<file path="config.mk">
export PLATFORM = sky130hd
export DESIGN_NAME = pmod_cls_spi_responder
export DESIGN_NICKNAME = d
export VERILOG_FILES = /design/src/rtl/pmod_cls_spi_responder.sv
export SDC_FILE = /design/constraint.sdc
export NUM_CORES = 1
export LEC_CHECK = 0
export CORE_MARGIN = 2
export CORE_UTILIZATION = 40
export DETAILED_ROUTE_END_ITERATION = 6
export GPL_ROUTABILITY_DRIVEN = 0
export HOLD_SLACK_MARGIN = 0.08
export MAX_ROUTING_LAYER = met4
export PLACE_DENSITY_LB_ADDON = 0.1
export SYNTH_ARGS = -nofsm -noshare
export SYNTH_HDL_FRONTEND = slang
export SYNTH_SLANG_ARGS = --single-unit
</file>
<file path="constraint.sdc">
create_clock -name i_clk_20mhz -period 5.24 [get_ports i_clk_20mhz]
set_clock_uncertainty 0.15 [all_clocks]
set_input_delay 0.786 -clock i_clk_20mhz [delete_from_list [all_inputs] [get_ports i_clk_20mhz]]
set_output_delay 0.786 -clock i_clk_20mhz [all_outputs]
set_load 0.005 [all_outputs]
</file>
<file path="src/rtl/pmod_cls_spi_responder.sv">
// pmod_cls_spi_responder
// SPI mode-0 responder that models the PMOD CLS display module. SCK/CSN/COPI are
// oversampled on the system clock, whole bytes are assembled MSB first, and the CLS
// byte stream (printable text, ESC[j, ESC[r;cH) is decoded into display strobes.
// Ports:
//   i_clk_20mhz, i_rst_20mhz      system clock, asynchronous active-high reset
//   ei_sck, ei_csn, ei_copi       SPI pins from the controller (mode 0)
//   eo_cipo_o, eo_cipo_t          CIPO data and tristate enable (1 = high-Z)
//   i_tx_byte                     byte returned on CIPO
//   o_rx_byte, o_rx_valid         last received byte and its 1-clk strobe
//   o_clear_display               1-clk strobe on ESC[j
//   o_char_wr/row/col/data        character write strobe, position and code
//   o_cmd_err, o_frame_err        malformed command / truncated byte strobes
module pmod_cls_spi_responder #(
    parameter int unsigned parm_cols        = 16,
    parameter int unsigned parm_rows        = 2,
    parameter int unsigned parm_sync_stages = 2,
    localparam int unsigned col_w = ($clog2(parm_cols) > 0) ? $clog2(parm_cols) : 1,
    localparam int unsigned row_w = ($clog2(parm_rows) > 0) ? $clog2(parm_rows) : 1
) (
    input  logic             i_clk_20mhz,
    input  logic             i_rst_20mhz,
    input  logic             ei_sck,
    input  logic             ei_csn,
    input  logic             ei_copi,
    output logic             eo_cipo_o,
    output logic             eo_cipo_t,
    input  logic [7:0]       i_tx_byte,
    output logic [7:0]       o_rx_byte,
    output logic             o_rx_valid,
    output logic             o_clear_display,
    output logic             o_char_wr,
    output logic [row_w-1:0] o_char_row,
    output logic [col_w-1:0] o_char_col,
    output logic [7:0]       o_char_data,
    output logic             o_cmd_err,
    output logic             o_frame_err
);

    typedef enum logic [1:0] {ST_TEXT, ST_ESC, ST_CSI} state_t;

    // Input synchronisers; CSN resets to its idle (deasserted) level.
    logic [parm_sync_stages-1:0] sck_sync, csn_sync, copi_sync;
    logic sck_d, csn_d;

    always_ff @(posedge i_clk_20mhz or posedge i_rst_20mhz) begin
        if (i_rst_20mhz) begin
            sck_sync  <= '0;
            csn_sync  <= '1;
            copi_sync <= '0;
            sck_d     <= 1'b0;
            csn_d     <= 1'b1;
        end else begin
            sck_sync  <= {sck_sync[parm_sync_stages-2:0], ei_sck};
            csn_sync  <= {csn_sync[parm_sync_stages-2:0], ei_csn};
            copi_sync <= {copi_sync[parm_sync_stages-2:0], ei_copi};
            sck_d     <= sck_sync[parm_sync_stages-1];
            csn_d     <= csn_sync[parm_sync_stages-1];
        end
    end

    logic sck_s, csn_s, copi_s;
    assign sck_s  = sck_sync[parm_sync_stages-1];
    assign csn_s  = csn_sync[parm_sync_stages-1];
    assign copi_s = copi_sync[parm_sync_stages-1];

    // Byte engine. TX register is held unshifted; the bit driven after k rises is tx_sr[7-k].
    logic [2:0] bit_cnt;
    logic [6:0] rx_sr;
    logic [7:0] tx_sr;

    always_ff @(posedge i_clk_20mhz or posedge i_rst_20mhz) begin
        if (i_rst_20mhz) begin
            bit_cnt     <= '0;
            rx_sr       <= '0;
            tx_sr       <= '0;
            eo_cipo_o   <= 1'b0;
            eo_cipo_t   <= 1'b1;
            o_rx_byte   <= '0;
            o_rx_valid  <= 1'b0;
            o_frame_err <= 1'b0;
        end else begin
            o_rx_valid  <= 1'b0;
            o_frame_err <= 1'b0;
            if (csn_s) begin
                bit_cnt   <= '0;
                eo_cipo_t <= 1'b1;
                if (!csn_d && bit_cnt != 3'd0) o_frame_err <= 1'b1;
            end else if (csn_d) begin
                eo_cipo_t <= 1'b0;
                tx_sr     <= i_tx_byte;
                eo_cipo_o <= i_tx_byte[7];
            end else if (sck_s && !sck_d) begin
                rx_sr   <= {rx_sr[5:0], copi_s};
                bit_cnt <= bit_cnt + 3'd1;
                if (bit_cnt == 3'd7) begin
                    o_rx_byte  <= {rx_sr, copi_s};
                    o_rx_valid <= 1'b1;
                    tx_sr      <= i_tx_byte;
                end
            end else if (!sck_s && sck_d) begin
                eo_cipo_o <= tx_sr[~bit_cnt];
            end
        end
    end

    // CLS command parser, advancing once per received byte.
    state_t           state, state_nx;
    logic [row_w-1:0] row, row_nx, char_row_nx;
    logic [col_w-1:0] col, col_nx, char_col_nx;
    logic [7:0]       p0, p0_nx, p1, p1_nx, char_data_nx, digit_val;
    logic             psel, psel_nx, char_wr_nx, clear_nx, err_nx;
    logic [11:0]      digit_acc;

    always_ff @(posedge i_clk_20mhz or posedge i_rst_20mhz) begin
        if (i_rst_20mhz) begin
            state           <= ST_TEXT;
            row             <= '0;
            col             <= '0;
            p0              <= '0;
            p1              <= '0;
            psel            <= 1'b0;
            o_char_wr       <= 1'b0;
            o_char_row      <= '0;
            o_char_col      <= '0;
            o_char_data     <= '0;
            o_clear_display <= 1'b0;
            o_cmd_err       <= 1'b0;
        end else begin
            state           <= state_nx;
            row             <= row_nx;
            col             <= col_nx;
            p0              <= p0_nx;
            p1              <= p1_nx;
            psel            <= psel_nx;
            o_char_wr       <= char_wr_nx;
            o_char_row      <= char_row_nx;
            o_char_col      <= char_col_nx;
            o_char_data     <= char_data_nx;
            o_clear_display <= clear_nx;
            o_cmd_err       <= err_nx;
        end
    end

    always_comb begin
        state_nx     = state;
        row_nx       = row;
        col_nx       = col;
        p0_nx        = p0;
        p1_nx        = p1;
        psel_nx      = psel;
        char_wr_nx   = 1'b0;
        char_row_nx  = o_char_row;
        char_col_nx  = o_char_col;
        char_data_nx = o_char_data;
        clear_nx     = 1'b0;
        err_nx       = 1'b0;
        // Decimal accumulate into the selected parameter, saturating at 255.
        digit_acc    = 12'(psel ? p1 : p0) * 12'd10 + 12'(o_rx_byte[3:0]);
        digit_val    = (digit_acc > 12'd255) ? 8'd255 : digit_acc[7:0];

        if (o_rx_valid) begin
            case (state)
                ST_TEXT: begin
                    if (o_rx_byte == 8'h1B) begin
                        state_nx = ST_ESC;
                    end else if (o_rx_byte >= 8'h20 && o_rx_byte <= 8'h7E) begin
                        char_wr_nx   = 1'b1;
                        char_row_nx  = row;
                        char_col_nx  = col;
                        char_data_nx = o_rx_byte;
                        col_nx       = (32'(col) == parm_cols - 1) ? '0 : col + col_w'(1);
                    end
                end
                ST_ESC: begin
                    if (o_rx_byte == 8'h5B) begin
                        state_nx = ST_CSI;
                        p0_nx    = '0;
                        p1_nx    = '0;
                        psel_nx  = 1'b0;
                    end else begin
                        err_nx   = 1'b1;
                        state_nx = ST_TEXT;
                    end
                end
                ST_CSI: begin
                    if (o_rx_byte >= 8'h30 && o_rx_byte <= 8'h39) begin
                        if (psel) p1_nx = digit_val;
                        else      p0_nx = digit_val;
                    end else if (o_rx_byte == 8'h3B) begin
                        if (psel) begin
                            err_nx   = 1'b1;
                            state_nx = ST_TEXT;
                        end else begin
                            psel_nx = 1'b1;
                        end
                    end else if (o_rx_byte == 8'h6A) begin
                        clear_nx = 1'b1;
                        row_nx   = '0;
                        col_nx   = '0;
                        state_nx = ST_TEXT;
                    end else if (o_rx_byte == 8'h48) begin
                        if (32'(p0) < parm_rows && 32'(p1) < parm_cols) begin
                            row_nx = row_w'(p0);
                            col_nx = col_w'(p1);
                        end else begin
                            err_nx = 1'b1;
                        end
                        state_nx = ST_TEXT;
                    end else if (o_rx_byte == 8'h1B) begin
                        err_nx   = 1'b1;
                        state_nx = ST_ESC;
                    end else begin
                        err_nx   = 1'b1;
                        state_nx = ST_TEXT;
                    end
                end
                default: state_nx = ST_TEXT;
            endcase
        end
    end

endmodule

</file>
# ---- Word level (Yosys, flattened, before mapping)
# Index checks and enable logic that the tools add are counted.
dict set report word_totals {
  reg_bits 78
  inputBits 13
  output_inout_bits 28
  elab_cells 170
}
dict set report classes {
  addsub 3
  mul 1
  magnitude_cmp 8
  n_eq_ne 24
  n_mux 71
  bitwise_logic 6
  n_reduce_logical 32
}
# operator count
set op_table {}
lappend op_table {{$mux W8} 10}
lappend op_table {{$mux W1} 38}
lappend op_table {{$mux W4} 8}
lappend op_table {{$pmux W8 S2} 2}
lappend op_table {{$eq A8 B7 Y1 const B} 3}
lappend op_table {{$ne A2 B2 Y1 const B} 12}
lappend op_table {{$reduce_bool A2 Y1} 9}
lappend op_table {{$ge A8 B6 Y1 const B} 2}
lappend op_table {{$reduce_and A5 Y1} 3}
lappend op_table {{$add A12 B4 Y12} 1}
lappend op_table {{$gt A12 B8 Y1 const B} 1}
lappend op_table {{$reduce_and A4 Y1} 3}
lappend op_table {{$mul A8 B3 Y11 const B} 1}
lappend op_table {{$mux W2} 5}
lappend op_table {{$mux W3} 3}
lappend op_table {{$ne A3 B3 Y1 const B} 3}
lappend op_table {{$reduce_and A3 Y1} 3}
lappend op_table {{$eq A8 B5 Y1 const B} 1}
lappend op_table {{$eq A8 B6 Y1 const B} 1}
lappend op_table {{$le A8 B6 Y1 const B} 1}
lappend op_table {{$le A8 B7 Y1 const B} 1}
lappend op_table {{$lt A8 B2 Y1 const B} 1}
lappend op_table {{$lt A8 B5 Y1 const B} 1}
lappend op_table {{$pmux W4 S2} 1}
lappend op_table {{other kinds (19)} 31}

# ---- Longest topological paths before layout
# Gate-level depths: netlist of run 1.
dict set report depth {
  depth_word 9
  mapped_depth 11
  mapped_depth_nobuf 9
}

# ---- Worst setup path before layout of run 1
# No wires, ideal clock.
dict set report synth_path {
  path_kind {reg-to-reg}
  start {register psel}
  end {register p0[7]}
  setup_ns 0.138
  arrival_time_ns 3.456
  required_time_ns 4.952
  setup_slack_ns 1.496
  path_stages_with_launch 12
  path_buffers 2
  synth_period_minus_slack_ns 3.744
  path_cell_list {dfrtp_1 > clkbuf_1 > mux2_2 > ha_1 > ha_1 > fa_1 > xnor2_1 > or2_1 > nor4_2 > mux2i_1 > clkbuf_1 > a31oi_1}
}
dict set report synth_via {
  elab_chain_len 8
  elab_cells_between_ends 10
  classes_between {1 x add/sub; 1 x mul; 1 x order compare; 1 x eq/ne; 5 x mux; 1 x reduce/logical}
}
# element line_no
set synth_rtl {}
lappend synth_rtl {{start: declaration} 112} ;# logic psel, psel_nx, char_wr_nx, clear_nx, err_nx;
lappend synth_rtl {{start signal: assignment} 135} ;# psel <= psel_nx;
lappend synth_rtl {{$mux W8} 159} ;# digit_acc = 12'(psel ? p1 : p0) * 12'd10 + 12'(o_rx_byte[3:0]);
lappend synth_rtl {{$mul A8 B3 Y11} 159}
lappend synth_rtl {{$add A12 B4 Y12} 159}
lappend synth_rtl {{$gt A12 B8 Y1} 160} ;# digit_val = (digit_acc > 12'd255) ? 8'd255 : digit_acc[7:0];
lappend synth_rtl {{$mux W8} 160}
lappend synth_rtl {{$mux W8} 188} ;# if (psel) p1_nx = digit_val;
lappend synth_rtl {{$mux W8} 187} ;# if (o_rx_byte >= 8'h30 && o_rx_byte <= 8'h39) begin
lappend synth_rtl {{$pmux W8 S2} 163} ;# case (state)
lappend synth_rtl {{end signal: assignment} 133} ;# p0 <= p0_nx;
lappend synth_rtl {{end: declaration} 111} ;# logic [7:0] p0, p0_nx, p1, p1_nx, char_data_nx, digit_val;
# Parallel ways exist; a longest one is shown, timed or not. The select of a mux whose other input is x is not followed.
# A chain may end at the register's enable or synchronous reset.

# ---- Worst setup path in the final report of run 1
dict set report layout_path {
  start {register psel}
  end {register p0[1]}
}
# The elaborated chain is that of the path after synthesis.

==> results.md, run 1 <==
Die:
- The full die area is 0.0110 mm².
- The floorplan has 36 rows.
- The initial utilization of the core area, before any placement, comes to 41.3%.
- The die span in x is 105 µm.
- In this run the standard cell core region covers 0.00982 mm².
- The die height is 105 µm.
- In this run the count of I/O pins placed on the die edge is 41.

Global routing:
- Entering global routing, the biggest net connects 41 pins.
- Global routing used 17.0% of the available tracks across all layers.
- The initial antenna violation count is 0.
- The first global-routing pass estimated 14500 µm of wire.
- The via count of the first global-routing pass is 2894.
- The total congestion overflow is 0.

Cells and area:
- Of the cells placed in the final design, the portion with a size suffix greater than 1 is 16.1%.
- The number of nets in the final layout is 445.
- The number of antenna diodes in the final layout is 0.
- Registers take 0.00196 mm².
- At the end of the flow the core is filled with cells to 48.6%.
- Compared with the post-synthesis result, the final layout area differs by 17.7%.
- The layout has 934 filler cells.
- The area of the multi-input gates is 0.00197 mm².

Timing:
- In this run the tightest slew margin relative to its limit is 39.2%.
- Setup repair after global routing left no endpoint under its margin.
- The final critical path takes up 67.1% of the cycle.
- Setup violations remaining at the end of the flow were counted as 0.
- The final hold violation count was 0.
- For the pin with the worst max-slew slack, the measured transition is 0.911 ns.
- The final setup TNS is 0 ns.
- The final critical delay including setup and external delays is 3.52 ns.
- For this run, the top clock speed supported by timing is 284 MHz.
- The final number of max-transition violations is 0.

CTS:
- The depth of the CTS H-tree is 3.
- The total clock buffers created by CTS is 9.
- The total of cells resized after clock tree synthesis is 0.
- The total of hold buffers inserted after clock tree synthesis is 0.
- TritonCTS built the clock tree.
- The root cell of the clock tree is sky130_fd_sc_hd__clkbuf_8.
- The clock latency at the later pin of the worst-skew pair is 0.36 ns.
- The tree built by TritonCTS fans out to 78 sinks.
- In this run the deepest clock path goes through 2 buffers.
- The post-CTS setup repair buffer count is 0.
- The clock edge transition at the registers on the reported setup and hold paths is 0.08 ns.

Synth:
- The cell with the most instances after synthesis is sky130_fd_sc_hd__dfrtp_1.
- Yosys attributes the largest share of cell area to sky130_fd_sc_hd__dfrtp_1 (46%), sky130_fd_sc_hd__mux2_2 (9.2%), sky130_fd_sc_hd__ha_1 (7.1%).
- The number of different library cells used by synthesis comes to 53.
- Of all cell types, the one taking the most synthesized area is sky130_fd_sc_hd__dfrtp_1.
- Synthesis inferred 78 register bits.
- For this run, the leading register cell type out of synthesis is sky130_fd_sc_hd__dfrtp_1.
- Sorting the synthesized cells by how often they occur yields sky130_fd_sc_hd__dfrtp_1 (74), sky130_fd_sc_hd__nand2_1 (39), sky130_fd_sc_hd__mux2_2 (33), sky130_fd_sc_hd__ha_1 (23), sky130_fd_sc_hd__a31oi_1 (22).
- Synthesis produced a netlist with a net count of 404.
- The sequential share of the synthesized area is 48.2%.
- The area share of the leading cell type in the synthesized netlist is 45.6%.
- The synthesized design contains 0 enable-type register cells.
- The synthesized area is 0.00406 mm².
- The warning count from the yosys run is 0.
- The post-synthesis average cell area is 11.1 µm².
- The synthesized instance count is 366.
- The fraction of synthesis flops using an asynchronous set or reset pin is 100%.

Power and ir drop:
- The power per cell area is 243 mW/mm².
- The highest ir drop seen on vdd is 0.000137 V.
- The analysis attributes to cell leakage a power of 2.25 nW.

Drt:
- The total wirelength of the detailed-routed design is 8670 µm.
- The first-pass detailed-route iteration total is 4.
- The number of remaining DRC errors is 0.
- The remaining number of nets flagged by the antenna check after routing is 0.
- In the final routed layout, each cell accounts on average for 15.9 µm.
- In this run, the number of DRC markers left after iteration 0 of detailed routing was 162.
- The total via count in the routed design is 2905.
- The detail-routed via count per cell is 5.34.

Hold path:
- The worst min-delay path startpoint is copi_sync[0].
- The worst min-delay path category is reg -> reg.

Placement:
- After legalization and detailed placement, the total HPWL measured 6270 µm.
- In this run the tool buffered the top-level ports with 40 buffer cells.

Critical path:
- In this run the worst path has a maximum fanout of 16.
- The worst setup path is launched from a flip-flop.
- The arrival time at the worst endpoint is 3.59 ns.
- The setup path with the least slack is of type reg -> reg.
- The critical register-to-register path startpoint is psel.
- STA classifies the critical path endpoint as a flip-flop.
- The most critical setup path has its startpoint at psel.
- The data required time of the worst path is 5.31 ns.

Outcome:
- The run finished with clean final reports.

Flow run:
- The max capacitance violation total is 0.
cell type report:
class / instances / area share, %
Multi-Input combinational cell: 256 / 41.3
Timing Repair Buffer: 42 / 8.70
Clock buffer: 10 / 2.67
Sequential cell: 78 / 41.0
Tap cell: 133 / 3.49
Clock inverter: 5 / 1.26
Inverter: 20 / 1.60
cell families (layout without fill, tap and decap cells):
logic type / after synthesis / after routing / share of synthesized area, %
AO/OA/AOI/OAI: 76 / 76 / 11.7
XOR/XNOR: 6 / 6 / 1.30
adder cells (fa/ha/maj): 25 / 25 / 8.08
buffers and inverters: 32 / 77 / 3.18
flip-flops: 78 / 78 / 48.2
multiplexers: 50 / 50 / 14.0
AND/OR/NAND/NOR: 99 / 99 / 13.6
where the power goes:
part	switching [mW]	total [mW]	internal (mW)
combinational	0.0249	0.0625	0.0376
clock	0.226	0.445	0.219
sequential	0.0185	0.651	0.632
total	0.269	1.16	0.889
routing by layer:
layer / GRT usage [%] / part of all wire (%) / vias up
li1: - / - / 1403
met1: 22.0 / 48 / 1426
met2: 26.0 / 46 / 63
met3: 4.30 / 4.3 / 13
met4: 6.29 / 1.6 / 0
met5: - / 0 / -
sequential cells by signal, summed over array words and instances, names as in the netlist, 2 cells and up:
signal and count:
tx_sr 8, o_char_col 4, rx_sr 7, o_char_data 8, o_rx_byte 8, col 4
copi_sync 2, state 2, p1 8, bit_cnt 3, csn_sync 2, sck_sync 2
p0 8
worst max-delay path: stages, from the launching register on:
cell and delay [ns]:
sky130_fd_sc_hd__dfrtp_1 0.60, sky130_fd_sc_hd__mux2_2 0.43, sky130_fd_sc_hd__ha_1 0.29, sky130_fd_sc_hd__ha_1 0.25
sky130_fd_sc_hd__fa_1 0.44, sky130_fd_sc_hd__xnor2_1 0.16, sky130_fd_sc_hd__or2_1 0.26, sky130_fd_sc_hd__nor4_2 0.25
sky130_fd_sc_hd__mux2i_1 0.21, sky130_fd_sc_hd__buf_4 0.23, sky130_fd_sc_hd__a31oi_1 0.11
worst paths after layout:
| check | end | slack, ns | cells past startpoint |
|---|---|---|---|
| max | p0[1] | 1.72 | 10 |
| min | copi_sync[1] | 0.20 | 0 |
| max reg2reg | p0[1] | 1.72 | 10 |
| min reg2reg | copi_sync[1] | 0.20 | 0 |
| max in group asynchronous | csn_sync[1] | 3.30 | 3 |
| min in group asynchronous | o_char_wr | 0.67 | 2 |
stage by stage:
stage               cell area [µm²]  hold slack [ns]  total power, mW  worst slack (ns)  instances
finish                         4770            0.200             1.16              1.72        544
global route                   4770            0.212             1.21              1.53        544
CTS                            4770            0.203             1.18              1.71        544
detailed placement             4590            0.186            0.728              1.72        529
global placement               4590            0.183            0.725              1.82        529
floorplan                      4060            0.181            0.700              1.50        366
cells in the final DEF, fill, tap and decap left out, types with 14 or more instances in the layout:
cell                              instances
sky130_fd_sc_hd__a21oi_1                 14
sky130_fd_sc_hd__a31oi_1                 22
sky130_fd_sc_hd__clkdlybuf4s50_1         40
sky130_fd_sc_hd__dfrtp_1                 74
sky130_fd_sc_hd__ha_1                    23
sky130_fd_sc_hd__inv_1                   18
sky130_fd_sc_hd__mux2_2                  33
sky130_fd_sc_hd__mux2i_1                 15
sky130_fd_sc_hd__nand2_1                 39
sky130_fd_sc_hd__o21ai_0                 21
Power figures use the tool's default switching activity.
==> run 2: changes to the inputs <==
==> constraint.sdc (replaced) <==
create_clock -name i_clk_20mhz -period 3.68 [get_ports i_clk_20mhz]
set_clock_uncertainty 0.15 [all_clocks]
set_input_delay 0.552 -clock i_clk_20mhz [delete_from_list [all_inputs] [get_ports i_clk_20mhz]]
set_output_delay 0.552 -clock i_clk_20mhz [all_outputs]
set_load 0.005 [all_outputs]
==> run 2 against run 1 <==
- power grew 62%
- largest power group unchanged
- non-clock buffer count grew 4
- largest cell class unchanged
- routed wire length shrank 1.7%
- global-route usage grew 0.23 points
==> results.md, run 2 (synthesis results as in run 1) <==
Critical path:
- The worst setup path is of the reg -> reg kind.
- The most frequent cell on the critical path is sky130_fd_sc_hd__ha_1.
- The slowest stage of the critical path is the sky130_fd_sc_hd__dfrtp_2 cell.
- The largest stage delay on the critical path is 0.51 ns.
- The startpoint identified for the worst register-to-register timing path is psel.
- The setup slack on the worst flop-to-flop path is 0.23 ns.
- The cell family with the largest share of critical-path delay is adder cells.
- At the worst endpoint, the required time is 3.74 ns.
- Measured in cells, the most critical reg-to-reg path has a length of 10.
- At the worst endpoint, the arrival time is 3.51 ns.
- In this run the critical register-to-register path is captured at p1[0].
- Walking the worst path, the cells encountered are mux2_2 -> ha_1 -> ha_1 -> fa_1 -> xnor2_1 -> or2_1 -> nor4_2 -> mux2i_2 -> buf_12 -> a31oi_1.
- The startpoint type of the worst setup path is a flip-flop.
- The highest net fanout along the worst path is 16.
- The count of buffer and inverter cells on the critical path is 1.
- The kind of capture point of the worst setup path is a flip-flop.

Global routing:
- The first global-routing pass estimated 14600 µm of wire.
- Entering global routing, the biggest net connects 40 pins.
- The global-route total usage across every layer is 17.2%.
- The total overflow left after global routing is 0.
- The via count of the first global-routing pass came to 2840.
- The initial antenna violation count is 0.

Die:
- The die covers 0.0110 mm².
- The core area is 0.00982 mm².
- The die height is 105 µm.
- 41 I/O pins were placed.
- In this run the horizontal extent of the chip is 105 µm.
- The row count is 36.
- The initial utilization of the core area, before any placement, comes to 41.3%.

Placement:
- Once detailed placement completed, the half-perimeter wirelength came to 6180 µm.
- The post-placement setup slack is 0.148 ns.
- Buffers placed on the I/O ports in this run total 40.
- The number of cells after detailed placement is 533.
- The placement-stage cell area is 0.00463 mm².

Cells and area:
- The filler-free cell count of the finished design is 549.
- The number of nets in the final layout is 449.
- Cells with a size suffix above 1 make up 17.5% of the layout.
- The top cell types in the final layout, fill and taps aside, are sky130_fd_sc_hd__dfrtp_1 (73), sky130_fd_sc_hd__clkdlybuf4s50_1 (40), sky130_fd_sc_hd__nand2_1 (39).
- The antenna cell count is 0.
- Leaving out fill and tap cells, the most frequent cell in the layout is sky130_fd_sc_hd__dfrtp_1.
- Cells fill 49.9% of the core in the end.
- Relative to the synthesized area, the layout overhead comes to 20.9%.
- With fillers left out, the area of the finished cells amounts to 0.00490 mm².

Power and ir drop:
- The design draws 1.87 mW.
- For this design the ratio of total power to cell area is 382 mW/mm².
- The static power due to leakage is 2.32 nW.
- The highest ir drop seen on vdd is 0.000202 V.

CTS:
- The clock latency at the later pin of the worst-skew pair is 0.36 ns.
- The clock edge transition at the registers on the reported setup and hold paths is 0.08 ns.
- The post-CTS setup repair buffer count is 0.
- In this run the deepest clock path goes through 2 buffers.
- The total number of clock tree sinks is 78.
- The depth of the CTS H-tree is 3.
- TritonCTS built the clock tree.
- The root cell of the clock tree is sky130_fd_sc_hd__clkbuf_8.
- The number of clock buffers added by TritonCTS is 9.

Drt:
- The remaining number of nets flagged by the antenna check after routing is 0.
- The total wirelength of the detailed-routed design is 8520 µm.
- The detailed router finished its first iteration with 149 violations.
- The number of remaining DRC errors is 0.
- The total via count in the routed design is 2867.
- The pre-antenna-repair detailed-routing pass consisted of 4 iterations.
- The routed length per placed instance is 15.5 µm.
- The detail-routed via count per cell is 5.22.

Timing:
- For the pin with the worst max-slew slack, the measured transition is 0.654 ns.
- Setup violations remaining at the end of the flow were counted as 0.
- The final critical delay including setup and external delays is 3.45 ns.
- The final hold violation count is 0.
- The worst slack on hold paths is 0.209 ns.
- Setup repair after global routing left no endpoint under its margin.
- The final setup TNS is 0 ns.
- The final number of max-transition violations is 0.
- The post-layout worst setup margin is 0.230 ns.
- The highest clock rate is 290 MHz.
- The worst path uses 93.7% of the clock period.
- In this run the tightest slew margin relative to its limit is 56.4%.

Flow run:
- Across the run, the number of max-cap violations was 0.

Outcome:
- The run finished with clean final reports.

Hold path:
- The worst min-delay path category is reg -> reg.
- The worst min-delay path startpoint is csn_sync[0].
- The endpoint with the worst hold slack is csn_sync[1].
- Along the worst hold path, the cell count comes to 0.
==> run 2: metal layers <==
metal	track usage, %	wire length [µm]	part of all wire, %	up-vias
met3	4.12	311	3.6	13
met1	22.6	4030	47	1383
met4	6.76	149	1.7	0
met2	26.0	4030	47	53
li1	-	-	-	1418
met5	-	0	0	-
==> run 2: how the worst max path moves through the flow <==
stage / start / to / slack, ns / depth (start not counted)
after floorplan: psel / p0[7] / 0.1 / 11
after global placement: psel / p0[2] / 0.23 / 10
after detailed placement: psel / p0[2] / 0.15 / 10
after CTS: psel / p1[0] / 0.12 / 10
after global routing: psel / p0[5] / 0.09 / 10
final: psel / p1[0] / 0.23 / 10
==> run 2: area by class of cell <==
cell class / count / area (µm²)
clock buffers: 11 / 141
clock inverters: 5 / 129
fillers: 942 / 4910
inverters: 20 / 76.3
multi-input cells: 256 / 1980
flip-flops and latches: 78 / 1960
well taps: 133 / 166
repair buffers: 46 / 458
==> run 2: timing repair <==
item / CTS / global route
setup endpoints to repair: 0 / 16
hold buffers: 0 / 0
resized for setup: 0 / 1
==> run 2: report_power, final <==
part           internal (mW)  switching [mW]
Clock                  0.541           0.319
Sequential             0.900          0.0259
Combinational         0.0542          0.0348
Total                   1.49           0.380
==> run 3: changes to the inputs <==
--- a/config.mk
+++ b/config.mk
@@ -5,6 +5,7 @@
 export SDC_FILE = /design/constraint.sdc
 export NUM_CORES = 1
 export LEC_CHECK = 0
+export CORE_ASPECT_RATIO = 1.2
 export CORE_MARGIN = 2
 export CORE_UTILIZATION = 40
 export DETAILED_ROUTE_END_ITERATION = 6
@@ -12,6 +13,7 @@
 export HOLD_SLACK_MARGIN = 0.08
 export MAX_ROUTING_LAYER = met4
 export PLACE_DENSITY_LB_ADDON = 0.1
+export REMOVE_ABC_BUFFERS = 1
 export SYNTH_ARGS = -nofsm -noshare
 export SYNTH_HDL_FRONTEND = slang
 export SYNTH_SLANG_ARGS = --single-unit
==> constraint.sdc (replaced) <==
create_clock -name i_clk_20mhz -period 3.33 [get_ports i_clk_20mhz]
set_clock_uncertainty 0.15 [all_clocks]
set_input_delay 0.4995 -clock i_clk_20mhz [delete_from_list [all_inputs] [get_ports i_clk_20mhz]]
set_output_delay 0.4995 -clock i_clk_20mhz [all_outputs]
set_load 0.005 [all_outputs]
==> run 3 against run 2 <==
- power up 9.3%
- combinational power up 12%
- fmax up 5.4%
- first-iteration DRC count down 47%
- global-route usage up 0.81 points
- worst hold slack worse by 0.0029 ns
- core utilization up 0.91 points
- clock power up 7.4%
- worst setup slack worse by 0.17 ns
- via count up 1.7%
- flip-flop and latch count unchanged
- critical endpoint is now p1[1]
==> results.md, run 3 (synthesis results as in run 1) <==
CTS:
- In this run, CTS created clock tree buffers numbering 9.
- The clock tree buffer depth is 2.
- TritonCTS built the clock tree.
- The total number of clock tree sinks is 78.
- CTS placed an instance of sky130_fd_sc_hd__clkbuf_16 at the clock tree root.
- The H-tree generated during clock tree synthesis spans 3 levels.
- After clock tree synthesis, the clock-pin slew on the worst setup and hold paths is 0.06 ns.
- The later pin in the worst-skew pair is clocked with a latency of 0.34 ns.
- For this design, the CTS-stage hold fixing added 0 buffers.

Timing:
- The final number of max-transition violations is 0.
- The smallest clock period supported by the final layout is computed as 3.27 ns.
- Static timing analysis puts the maximum clock frequency at 305 MHz.
- For the pin with the worst max-slew slack, the measured transition is 0.652 ns.
- Of the available clock period, the critical path in the final layout requires 98.3%.
- Setup violations remaining at the end of the flow were counted as 0.
- The final setup TNS is 0 ns.
- The final hold violation count was 0.
- Setup repair after global routing could not meet its margin everywhere.
- On the final layout, the worst hold slack is 0.206 ns.
- Measured against its own limit, the worst slew margin works out to 56.6%.

Placement:
- Detailed placement finished with a half-perimeter wire length of 6420 µm.
- The number of input and output port buffers inserted is 40.

Critical path:
- The data required time of the worst path is 3.38 ns.
- The setup check on the worst reg-to-reg path leaves a slack of 0.06 ns.
- In this run the critical register-to-register path is launched from psel.
- The worst setup path is captured at a flip-flop.
- The reg-to-reg critical path endpoint is p1[1].
- Data on the critical path arrives at its endpoint at 3.33 ns.
- The setup path with the least slack is of type reg -> reg.
- For the worst flop-to-flop path, the logic depth is 11.
- The startpoint type of the worst setup path is a flip-flop.
- In this run the worst path has a maximum fanout of 8.

Hold path:
- The worst hold path depth is 0.
- The worst min-delay path startpoint is csn_sync[0].
- The worst min-delay path category is reg -> reg.
- The path with the worst hold slack has its endpoint at csn_sync[1].

Global routing:
- In this run the most used layer during global routing was met2.
- The global-route total usage across every layer is 18.0%.
- The via count of the first global-routing pass is 2963.
- The pin count of the biggest net entering global routing is 30.
- The first global-routing pass estimated 14600 µm of wire.
- Global routing finished with a remaining overflow of 0.
- For met2 alone, demand over resource in global routing was 28.7%.
- Global routing used 22.0% of the available met1 tracks.
- Global routing used 4.87% of the available met3 tracks.
- The initial antenna violation count is 0.

Die:
- The die span in x is 95.9 µm.
- The core area is 0.00996 mm².
- For this configuration, the core starts out at a cell density of 40.7%.
- The die height is 114 µm.
- In this run the core area contains 40 standard-cell rows.
- During I/O placement, the number of pins put on the boundary was 41.
- The full die area is 0.0110 mm².

Drt:
- The count of nets left with antenna violations once routing finished came out at 0.
- The final layout contains routed wiring with a total length of 8970 µm.
- In the routed layout, each cell is associated on average with a via count of 5.29.
- The number of remaining DRC errors is 0.
- The total via count in the routed design is 2916.
- In the final routed layout, each cell accounts on average for 16.3 µm.
- The first-pass detailed-route iteration total is 4.
- The detailed router finished its first iteration with 79 violations.

Outcome:
- The run finished with clean final reports.

Cells and area:
- The filler cells instantiated in the layout total 910.
- The antenna cell count is 0.
- In the layout the commonest cells are sky130_fd_sc_hd__dfrtp_1 (73), sky130_fd_sc_hd__clkdlybuf4s50_1 (40), sky130_fd_sc_hd__nand2_1 (38).
- Of the cells placed in the final design, the portion with a size suffix greater than 1 is 21.6%.
- The leading cell type in the layout, fill and taps excluded is sky130_fd_sc_hd__dfrtp_1.
- The area growth from synthesis to final layout is 24.8%.
- The post-layout utilization of the core is 50.9%.
- The number of nets in the final layout is 458.

Power and ir drop:
- IR analysis of the VDD net gives a maximum drop of 0.000273 V.
- The static power due to leakage is 2.36 nW.
- The power per cell area is 405 mW/mm².

Flow run:
- The tool flagged a number of max-cap violations equal to 0.
-- run 3: worst max-delay path by stage --
stage,start,end,slack [ns],depth (start not counted)
6_report,psel,p1[1],0.06,11
5_1_grt,psel,p1[2],-0.04,11
4_1_cts,psel,p0[6],0.04,10
3_5_place_dp,psel,p0[6],-0.006,10
3_3_place_gp,psel,p0[2],0.07,10
2_1_floorplan,psel,p0[0],-0.35,9
-- run 3: layout make-up --
class / instances / area, µm² / share of cell area, %
clock buffer: 11 / 243 / 4.79
clock inverter: 5 / 35.0 / 0.692
inverter: 20 / 75.1 / 1.48
multi-input combinational: 256 / 2070 / 40.9
sequential: 78 / 1960 / 38.7
tap: 126 / 158 / 3.11
timing repair buffer: 55 / 524 / 10.4
-- run 3: metrics by stage --
step	setup WS, ns	std cells	power (mW)	area [µm²]
6_report	0.0554	551	2.05	5060
4_1_cts	0.0426	547	2.08	4920
3_5_place_dp	-0.00645	531	1.15	4640
2_1_floorplan	-0.350	354	1.10	4000
3_3_place_gp	0.0749	531	1.14	4640
5_1_grt	-0.0353	551	2.15	5060
-- run 3: critical path: stages (launching register included) --
cell                      delay, ns
sky130_fd_sc_hd__dfrtp_2       0.48
sky130_fd_sc_hd__mux2_4        0.35
sky130_fd_sc_hd__ha_4          0.25
sky130_fd_sc_hd__ha_4          0.16
sky130_fd_sc_hd__fa_2          0.54
sky130_fd_sc_hd__nand2_2       0.05
sky130_fd_sc_hd__or2_4         0.24
sky130_fd_sc_hd__nor4_4        0.28
sky130_fd_sc_hd__mux2i_2       0.27
sky130_fd_sc_hd__buf_4         0.15
sky130_fd_sc_hd__buf_8         0.12
sky130_fd_sc_hd__a31oi_1       0.09
-- run 3: timing repair --
action,in CTS,in global routing
buffers inserted,0,3
gates cloned,0,1
pin swaps,0,3
resized for setup,1,22
endpoints found under the hold margin,0,0
setup endpoints to repair,2,16
-- run 3: routing by layer --
layer,routed length [µm],vias up
met5,0,-
met4,151,0
met3,365,14
met2,4370,62
met1,4080,1411
li1,-,1429
-- run 3: power by group --
part / internal, mW / total, mW / switching [mW]
sequential: 0.996 / 1.03 / 0.0301
combinational: 0.0603 / 0.0996 / 0.0393
clock: 0.526 / 0.924 / 0.398
